===== src/rtl/sseg_scan_decoder_pkg.sv =====
// Shared 7-segment definitions: active-low glyph patterns (abcdefg), the capture FSM
// state encoding, elevator floor one-hot codes and anode helper functions.
package sseg_scan_decoder_pkg;

  localparam logic [6:0] SEG_0     = 7'h01;
  localparam logic [6:0] SEG_1     = 7'h4F;
  localparam logic [6:0] SEG_2     = 7'h12;
  localparam logic [6:0] SEG_3     = 7'h06;
  localparam logic [6:0] SEG_4     = 7'h4C;
  localparam logic [6:0] SEG_5     = 7'h24;
  localparam logic [6:0] SEG_6     = 7'h20;
  localparam logic [6:0] SEG_7     = 7'h0F;
  localparam logic [6:0] SEG_8     = 7'h00;
  localparam logic [6:0] SEG_9     = 7'h04;
  localparam logic [6:0] SEG_A     = 7'h08;
  localparam logic [6:0] SEG_B     = 7'h60;
  localparam logic [6:0] SEG_C     = 7'h31;
  localparam logic [6:0] SEG_D     = 7'h42;
  localparam logic [6:0] SEG_E     = 7'h30;
  localparam logic [6:0] SEG_F     = 7'h38;
  localparam logic [6:0] SEG_BLANK = 7'h7F;

  localparam logic [2:0] FLOOR_1 = 3'b001;
  localparam logic [2:0] FLOOR_2 = 3'b010;
  localparam logic [2:0] FLOOR_3 = 3'b100;

  typedef enum logic [1:0] {
    ST_IDLE     = 2'd0,
    ST_SETTLE   = 2'd1,
    ST_CAPTURED = 2'd2
  } state_e;

  // Exactly one anode driven low.
  function automatic logic an_is_valid(input logic [3:0] an);
    logic [3:0] act;
    act = ~an;
    return (act != 4'd0) && ((act & (act - 4'd1)) == 4'd0);
  endfunction

  function automatic logic [1:0] an_index(input logic [3:0] an);
    logic [1:0] idx;
    idx = 2'd0;
    for (int i = 0; i < 4; i++) begin
      if (!an[i]) idx = 2'(i);
    end
    return idx;
  endfunction

endpackage


===== src/rtl/sseg_pattern_decode.sv =====
// Combinational decode of one active-low 7-segment pattern into a hex nibble,
// with flags for a recognised glyph and for an all-off (blank) digit.
module sseg_pattern_decode
  import sseg_scan_decoder_pkg::*;
(
  input  logic [6:0] seg,
  output logic       ok,
  output logic       blank,
  output logic [3:0] val
);

  always_comb begin
    ok    = 1'b1;
    blank = 1'b0;
    val   = 4'h0;
    case (seg)
      SEG_0:     val = 4'h0;
      SEG_1:     val = 4'h1;
      SEG_2:     val = 4'h2;
      SEG_3:     val = 4'h3;
      SEG_4:     val = 4'h4;
      SEG_5:     val = 4'h5;
      SEG_6:     val = 4'h6;
      SEG_7:     val = 4'h7;
      SEG_8:     val = 4'h8;
      SEG_9:     val = 4'h9;
      SEG_A:     val = 4'hA;
      SEG_B:     val = 4'hB;
      SEG_C:     val = 4'hC;
      SEG_D:     val = 4'hD;
      SEG_E:     val = 4'hE;
      SEG_F:     val = 4'hF;
      SEG_BLANK: blank = 1'b1;
      default:   ok = 1'b0;
    endcase
  end

endmodule


===== src/rtl/sseg_scan_decoder.sv =====
// Recovers the four digits shown on a multiplexed 7-seg bus (NUM/AN) and flags completed
// scan frames and stale displays. Optional floor decode enabled by SSEG_DECODE_FLOOR_EN.
module sseg_scan_decoder
  import sseg_scan_decoder_pkg::*;
#(
  parameter int SETTLE_CYCLES  = 4,
  parameter int TIMEOUT_CYCLES = 1048576,
  parameter int TO_W           = 21
) (
  input  logic        clk,
  input  logic        reset,
  input  logic [6:0]  NUM,
  input  logic [3:0]  AN,
  output logic [15:0] digit_val,
  output logic [3:0]  digit_ok,
  output logic [3:0]  digit_blank,
  output logic        frame_valid,
  output logic        stale
`ifdef SSEG_DECODE_FLOOR_EN
  ,
  output logic [2:0]  floor_req,
  output logic        floor_ok
`endif
);

  localparam int CNT_W = $clog2(SETTLE_CYCLES + 1);
  localparam logic [CNT_W-1:0] SETTLE_MAX = CNT_W'(SETTLE_CYCLES);
  localparam logic [TO_W-1:0]  TO_MAX     = TO_W'(TIMEOUT_CYCLES);

  logic [6:0]       num_in_q, num_in_d, num_prev_q, num_prev_d;
  logic [3:0]       an_in_q, an_in_d, an_prev_q, an_prev_d;
  state_e           state_q, state_d;
  logic [CNT_W-1:0] cnt_q, cnt_d;
  logic [15:0]      digit_val_q, digit_val_d;
  logic [3:0]       digit_ok_q, digit_ok_d;
  logic [3:0]       digit_blank_q, digit_blank_d;
  logic [3:0]       seen_q, seen_d;
  logic             frame_valid_q, frame_valid_d;
  logic [TO_W-1:0]  to_cnt_q, to_cnt_d;

  logic       an_valid, unchanged, capture, fire;
  logic [1:0] idx;
  logic       dec_ok, dec_blank;
  logic [3:0] dec_val;

  sseg_pattern_decode u_decode (
    .seg   (num_in_q),
    .ok    (dec_ok),
    .blank (dec_blank),
    .val   (dec_val)
  );

  always_comb begin
    num_in_d   = NUM;
    an_in_d    = AN;
    num_prev_d = num_in_q;
    an_prev_d  = an_in_q;
    an_valid   = an_is_valid(an_in_q);
    idx        = an_index(an_in_q);
    unchanged  = (num_in_q == num_prev_q) && (an_in_q == an_prev_q);
  end

  // Capture FSM: a digit is taken once AN and NUM have held still for SETTLE_CYCLES.
  always_comb begin
    state_d = state_q;
    cnt_d   = cnt_q;
    capture = 1'b0;
    case (state_q)
      ST_IDLE: begin
        cnt_d = '0;
        if (an_valid) begin
          state_d = ST_SETTLE;
          cnt_d   = CNT_W'(1);
        end
      end
      ST_SETTLE: begin
        if (!an_valid) begin
          state_d = ST_IDLE;
          cnt_d   = '0;
        end else if (!unchanged) begin
          cnt_d = CNT_W'(1);
        end else if (cnt_q == SETTLE_MAX) begin
          capture = 1'b1;
          state_d = ST_CAPTURED;
          cnt_d   = '0;
        end else begin
          cnt_d = cnt_q + CNT_W'(1);
        end
      end
      ST_CAPTURED: begin
        cnt_d = '0;
        if (!an_valid) begin
          state_d = ST_IDLE;
        end else if (!unchanged) begin
          state_d = ST_SETTLE;
          cnt_d   = CNT_W'(1);
        end
      end
      default: begin
        state_d = ST_IDLE;
        cnt_d   = '0;
      end
    endcase
  end

  // A capture landing in the pulse cycle seeds the fresh mask instead of being dropped.
  always_comb begin
    fire          = (seen_q == 4'hF);
    frame_valid_d = fire;
    seen_d        = fire ? 4'h0 : seen_q;
    digit_val_d   = digit_val_q;
    digit_ok_d    = digit_ok_q;
    digit_blank_d = digit_blank_q;
    if (capture) begin
      seen_d[idx]                     = 1'b1;
      digit_val_d[{idx, 2'b00} +: 4]  = dec_val;
      digit_ok_d[idx]                 = dec_ok;
      digit_blank_d[idx]              = dec_blank;
    end
    if (fire)                  to_cnt_d = '0;
    else if (to_cnt_q == TO_MAX) to_cnt_d = to_cnt_q;
    else                       to_cnt_d = to_cnt_q + TO_W'(1);
  end

  always_ff @(posedge clk) begin
    if (reset) begin
      num_in_q      <= SEG_BLANK;
      num_prev_q    <= SEG_BLANK;
      an_in_q       <= 4'hF;
      an_prev_q     <= 4'hF;
      state_q       <= ST_IDLE;
      cnt_q         <= '0;
      digit_val_q   <= '0;
      digit_ok_q    <= '0;
      digit_blank_q <= '0;
      seen_q        <= '0;
      frame_valid_q <= 1'b0;
      to_cnt_q      <= '0;
    end else begin
      num_in_q      <= num_in_d;
      num_prev_q    <= num_prev_d;
      an_in_q       <= an_in_d;
      an_prev_q     <= an_prev_d;
      state_q       <= state_d;
      cnt_q         <= cnt_d;
      digit_val_q   <= digit_val_d;
      digit_ok_q    <= digit_ok_d;
      digit_blank_q <= digit_blank_d;
      seen_q        <= seen_d;
      frame_valid_q <= frame_valid_d;
      to_cnt_q      <= to_cnt_d;
    end
  end

  assign digit_val   = digit_val_q;
  assign digit_ok    = digit_ok_q;
  assign digit_blank = digit_blank_q;
  assign frame_valid = frame_valid_q;
  assign stale       = (to_cnt_q == TO_MAX);

`ifdef SSEG_DECODE_FLOOR_EN
  logic [2:0] floor_req_q, floor_req_d;
  logic       floor_ok_q, floor_ok_d;

  // Floor request comes from the rightmost digit of each completed frame.
  always_comb begin
    floor_req_d = floor_req_q;
    floor_ok_d  = floor_ok_q;
    if (fire) begin
      floor_req_d = 3'b000;
      floor_ok_d  = 1'b0;
      if (digit_ok_q[0]) begin
        case (digit_val_q[3:0])
          4'd1:    begin floor_req_d = FLOOR_1; floor_ok_d = 1'b1; end
          4'd2:    begin floor_req_d = FLOOR_2; floor_ok_d = 1'b1; end
          4'd3:    begin floor_req_d = FLOOR_3; floor_ok_d = 1'b1; end
          default: begin floor_req_d = 3'b000;  floor_ok_d = 1'b0; end
        endcase
      end
    end
  end

  always_ff @(posedge clk) begin
    if (reset) begin
      floor_req_q <= 3'b000;
      floor_ok_q  <= 1'b0;
    end else begin
      floor_req_q <= floor_req_d;
      floor_ok_q  <= floor_ok_d;
    end
  end

  assign floor_req = floor_req_q;
  assign floor_ok  = floor_ok_q;
`endif

endmodule

===== config.mk =====
export PLATFORM = sky130hd
export DESIGN_NAME = sseg_scan_decoder
export DESIGN_NICKNAME = d
export VERILOG_FILES = /design/src/rtl/sseg_scan_decoder_pkg.sv /design/src/rtl/sseg_pattern_decode.sv /design/src/rtl/sseg_scan_decoder.sv
export SDC_FILE = /design/constraint.sdc
export NUM_CORES = 1
export LEC_CHECK = 0
export ABC_CLOCK_PERIOD_IN_PS = 1750
export CAP_MARGIN = 30
export CORE_ASPECT_RATIO = 1.4
export CORE_MARGIN = 2
export CORE_UTILIZATION = 50
export DETAILED_ROUTE_END_ITERATION = 10
export GPL_TIMING_DRIVEN = 0
export PLACE_DENSITY = 0.79
export SYNTH_ARGS = -nofsm -noshare
export SYNTH_HDL_FRONTEND = slang
export SYNTH_SLANG_ARGS = --single-unit

===== constraint.sdc =====
create_clock -name clk -period 1.75 [get_ports clk]
set_input_delay 0.35 -clock clk [delete_from_list [all_inputs] [get_ports clk]]
set_output_delay 0.35 -clock clk [all_outputs]
set_load 0.005 [all_outputs]

==> run summary <==
root buffer cell: clkbuf_8
pin count of the biggest net entering global routing: 14
vias in the first global route: 2833
Power Dens Cells: 763 nW/um2
outcome: finished with violations
CP Max Fanout: 5
core area: 6570 um2
Pre-antenna DRT Iters: 5
cts bufs inserted: 9
syn avg cell area: 9.16 um2
ranking of synthesized cells by area: dfxtp_1 (46%), xnor2_1 (5.2%), nor2_1 (4.9%)
Port-buffer cells: 38
DIE AREA: 7440 um2
Overflow after GRT: 0
Clock Path Buffers: 2
post-route minimum period: 1.84 ns
Final Util: 69.9%
drt wl/cell: 16.9 um
drt total wl: 8760 um
routed via count: 2937
top-level port count: 39
ANT cells: 0
clock tree sinks: 77
worst rel slew slack: 65.3%
crit path kind: reg -> reg
Crit path required time: 1.98 ns
Post-Syn Instances: 369
post-synthesis sequential area ratio: 45.6%
drt initial violations: 159
Critical path buffers and inverters: 2
TritonCTS clock tree: built
routability congestion estimate: 0.894
Worst-Margin Slew: 0.516 ns
Warnings, synthesis: 0
top cell type's share of synthesized area: 45.6%
Max rail drop VDD: 0.589 mV
failing checks: setup timing
RSZ-0062 raised after global routing: true
ANT nets after route: 0
Post-synth ARST share: 0%
global-route wire length before repair: 13000 um
Post-Syn Area: 3380 um2
Site Rows: 35
Most used DFF post-synth: dfxtp_1
final setup vio count: 12
critical path, cell by cell: inv_2 -> ha_4 -> and4b_1 -> nand4_1 -> nor4_4 -> buf_6 -> mux2i_1 -> nor2_1
Residual DRC: 0
CP startpoint kind: flop
Max stage delay on crit path: 0.34 ns
Hold Path Class: reg -> reg
HPWL after detailed placement: 5240 um
share of layout cells above drive strength 1: 26.8%
Setup TNS Final: -0.501 ns
die extent in x: 73.5 um
Synth area leader: dfxtp_1
Synth top cells by count: dfxtp_1 (77), nor2_1 (44), a21oi_1 (24)
Yosys cell types: 42
count leader, synth: dfxtp_1
Clock Pin Slew Worst Setup and Hold Paths: 0.09 ns
P_leak: 1.67 nW
crit path capture type: flop
Vias/cell: 5.67
max-cap viol count: 0
initial antenna violation count: 0
Hold-fix buffers, CTS: 0
fin crit share: 105%
Post-synth EDFFs: 0
GR Util All Layers: 22.4%
Final Hold Vio Count: 0
Peak Freq: 544 MHz
Die Y: 101 um
Slowest-stage cell, CP: dfxtp_2
final net count: 457
worst skew pair latency: 0.36 ns
Fin Clk Skew: 0.0167 ns
Initial Util: 51.4%
Final Slew Violations: 0
CP top delay family: simple AND/OR/NAND/NOR gates
Yosys reg bits: 77
synth-to-layout area growth: 36.0%
fin worst setup slack: -0.0887 ns
H-Tree Depth: 3
Worst EP arrival: 2.07 ns
Syn Nets: 386
==> power by group <==
| group | internal, mW | switching, mW | total, mW |
|---|---|---|---|
| registers | 1.78 | 0.0515 | 1.83 |
| logic | 0.175 | 0.167 | 0.342 |
| clock network | 0.656 | 0.673 | 1.33 |
| total | 2.61 | 0.892 | 3.51 |
==> cell usage in the layout, fill, tap and decap left out, drive strengths merged, types with 2 or more instances in the layout <==
cell type | netlist | final
a211oi | 2 | 2
a21o | 2 | 2
a21oi | 24 | 24
a22o | 3 | 3
and2 | 4 | 4
and3 | 3 | 3
and3b | 3 | 3
and4 | 5 | 5
buf | 5 | 31
clkbuf | 11 | 18
clkdlybuf4s50 | 0 | 37
clkinv | 0 | 2
clkinvlp | 0 | 2
dfxtp | 77 | 77
ha | 4 | 4
inv | 11 | 11
mux2i | 14 | 14
nand2 | 14 | 14
nand2b | 6 | 6
nand3 | 15 | 15
nand4 | 12 | 12
nand4b | 5 | 5
nor2 | 44 | 44
nor2b | 3 | 3
nor3 | 9 | 9
nor4 | 6 | 6
nor4b | 3 | 3
nor4bb | 2 | 2
o211ai | 3 | 3
o21ai | 22 | 22
or2 | 21 | 21
or3 | 4 | 4
xnor2 | 20 | 20
xor2 | 6 | 6
==> timing repair <==
action                     4_1_cts  5_1_grt
resized for setup               37       56
gates cloned                     0        2
setup endpoints to repair       35       41
buffers inserted                13        9
pin swaps                       13       20
==> state kept, by name, indices dropped and copies added, names as in the netlist <==
signal,count
an_in_q,4
an_prev_q,4
cnt_q,3
digit_blank,4
digit_ok,4
digit_val,16
frame_valid,1
num_in_q,7
num_prev_q,7
seen_q,4
state_q,2
to_cnt_q,21
==> worst min-delay path, stage by stage, from the launching register on <==
cell and delay [ns]:
dfxtp_1 0.32, nand2b_1 0.06, a21oi_1 0.05
==> cells by family (layout without fill, tap and decap cells) <==
logic type	Yosys count	count (layout)	share of synthesized area, %
AO/OA/AOI/OAI	59	59	9.82
XOR/XNOR	26	26	6.74
adder cells (fa/ha/maj)	4	4	1.48
buffers and inverters	27	102	3.19
flip-flops	77	77	45.6
multiplexers	14	14	4.15
AND/OR/NAND/NOR	162	162	29.0
==> stage by stage <==
| step | setup slack, ns | hold WS (ns) | cell area, um2 | instances | total power [mW] |
|---|---|---|---|---|---|
| global route | -0.194 | 0.513 | 4590 | 518 | 3.64 |
| detailed placement | -0.528 | 0.460 | 3850 | 481 | 2.11 |
| global placement | -0.451 | 0.457 | 3850 | 481 | 2.10 |
| finish | -0.0887 | 0.474 | 4590 | 518 | 3.51 |
| CTS | -0.161 | 0.471 | 4260 | 509 | 3.44 |
| floorplan | 0.0138 | 0.454 | 3380 | 369 | 2.03 |
==> final cells by class <==
class	instances	area, um2
Fill cell	462	1980
Clock inverter	5	62.6
Clock buffer	10	128
Multi-Input combinational cell	265	1990
Buffer	14	95.1
Sequential cell	77	1580
Inverter	11	41.3
Timing Repair Buffer	62	603
Tap cell	74	92.6
==> layer usage <==
metal	vias to the layer above	track usage [%]	share of wire, %
li1	1428	-	-
met1	1399	23.6	38
met2	86	41.1	54
met3	24	7.36	4.8
met4	0	7.13	3.0
met5	-	0	0
==> path summary, 6_finish.rpt <==
path                               endpoint  cells past startpoint  slack (ns)                       from
setup / recovery  digit_val[7]$_SDFFE_PP0P_                      8       -0.09        cnt_q[0]$_SDFF_PP0_
hold / removal    digit_val[6]$_SDFFE_PP0P_                      2        0.47  digit_val[6]$_SDFFE_PP0P_
setup reg to reg  digit_val[7]$_SDFFE_PP0P_                      8       -0.09        cnt_q[0]$_SDFF_PP0_
hold reg to reg   digit_val[6]$_SDFFE_PP0P_                      2        0.47  digit_val[6]$_SDFFE_PP0P_
Note: power is estimated with default switching activity, not from simulation.
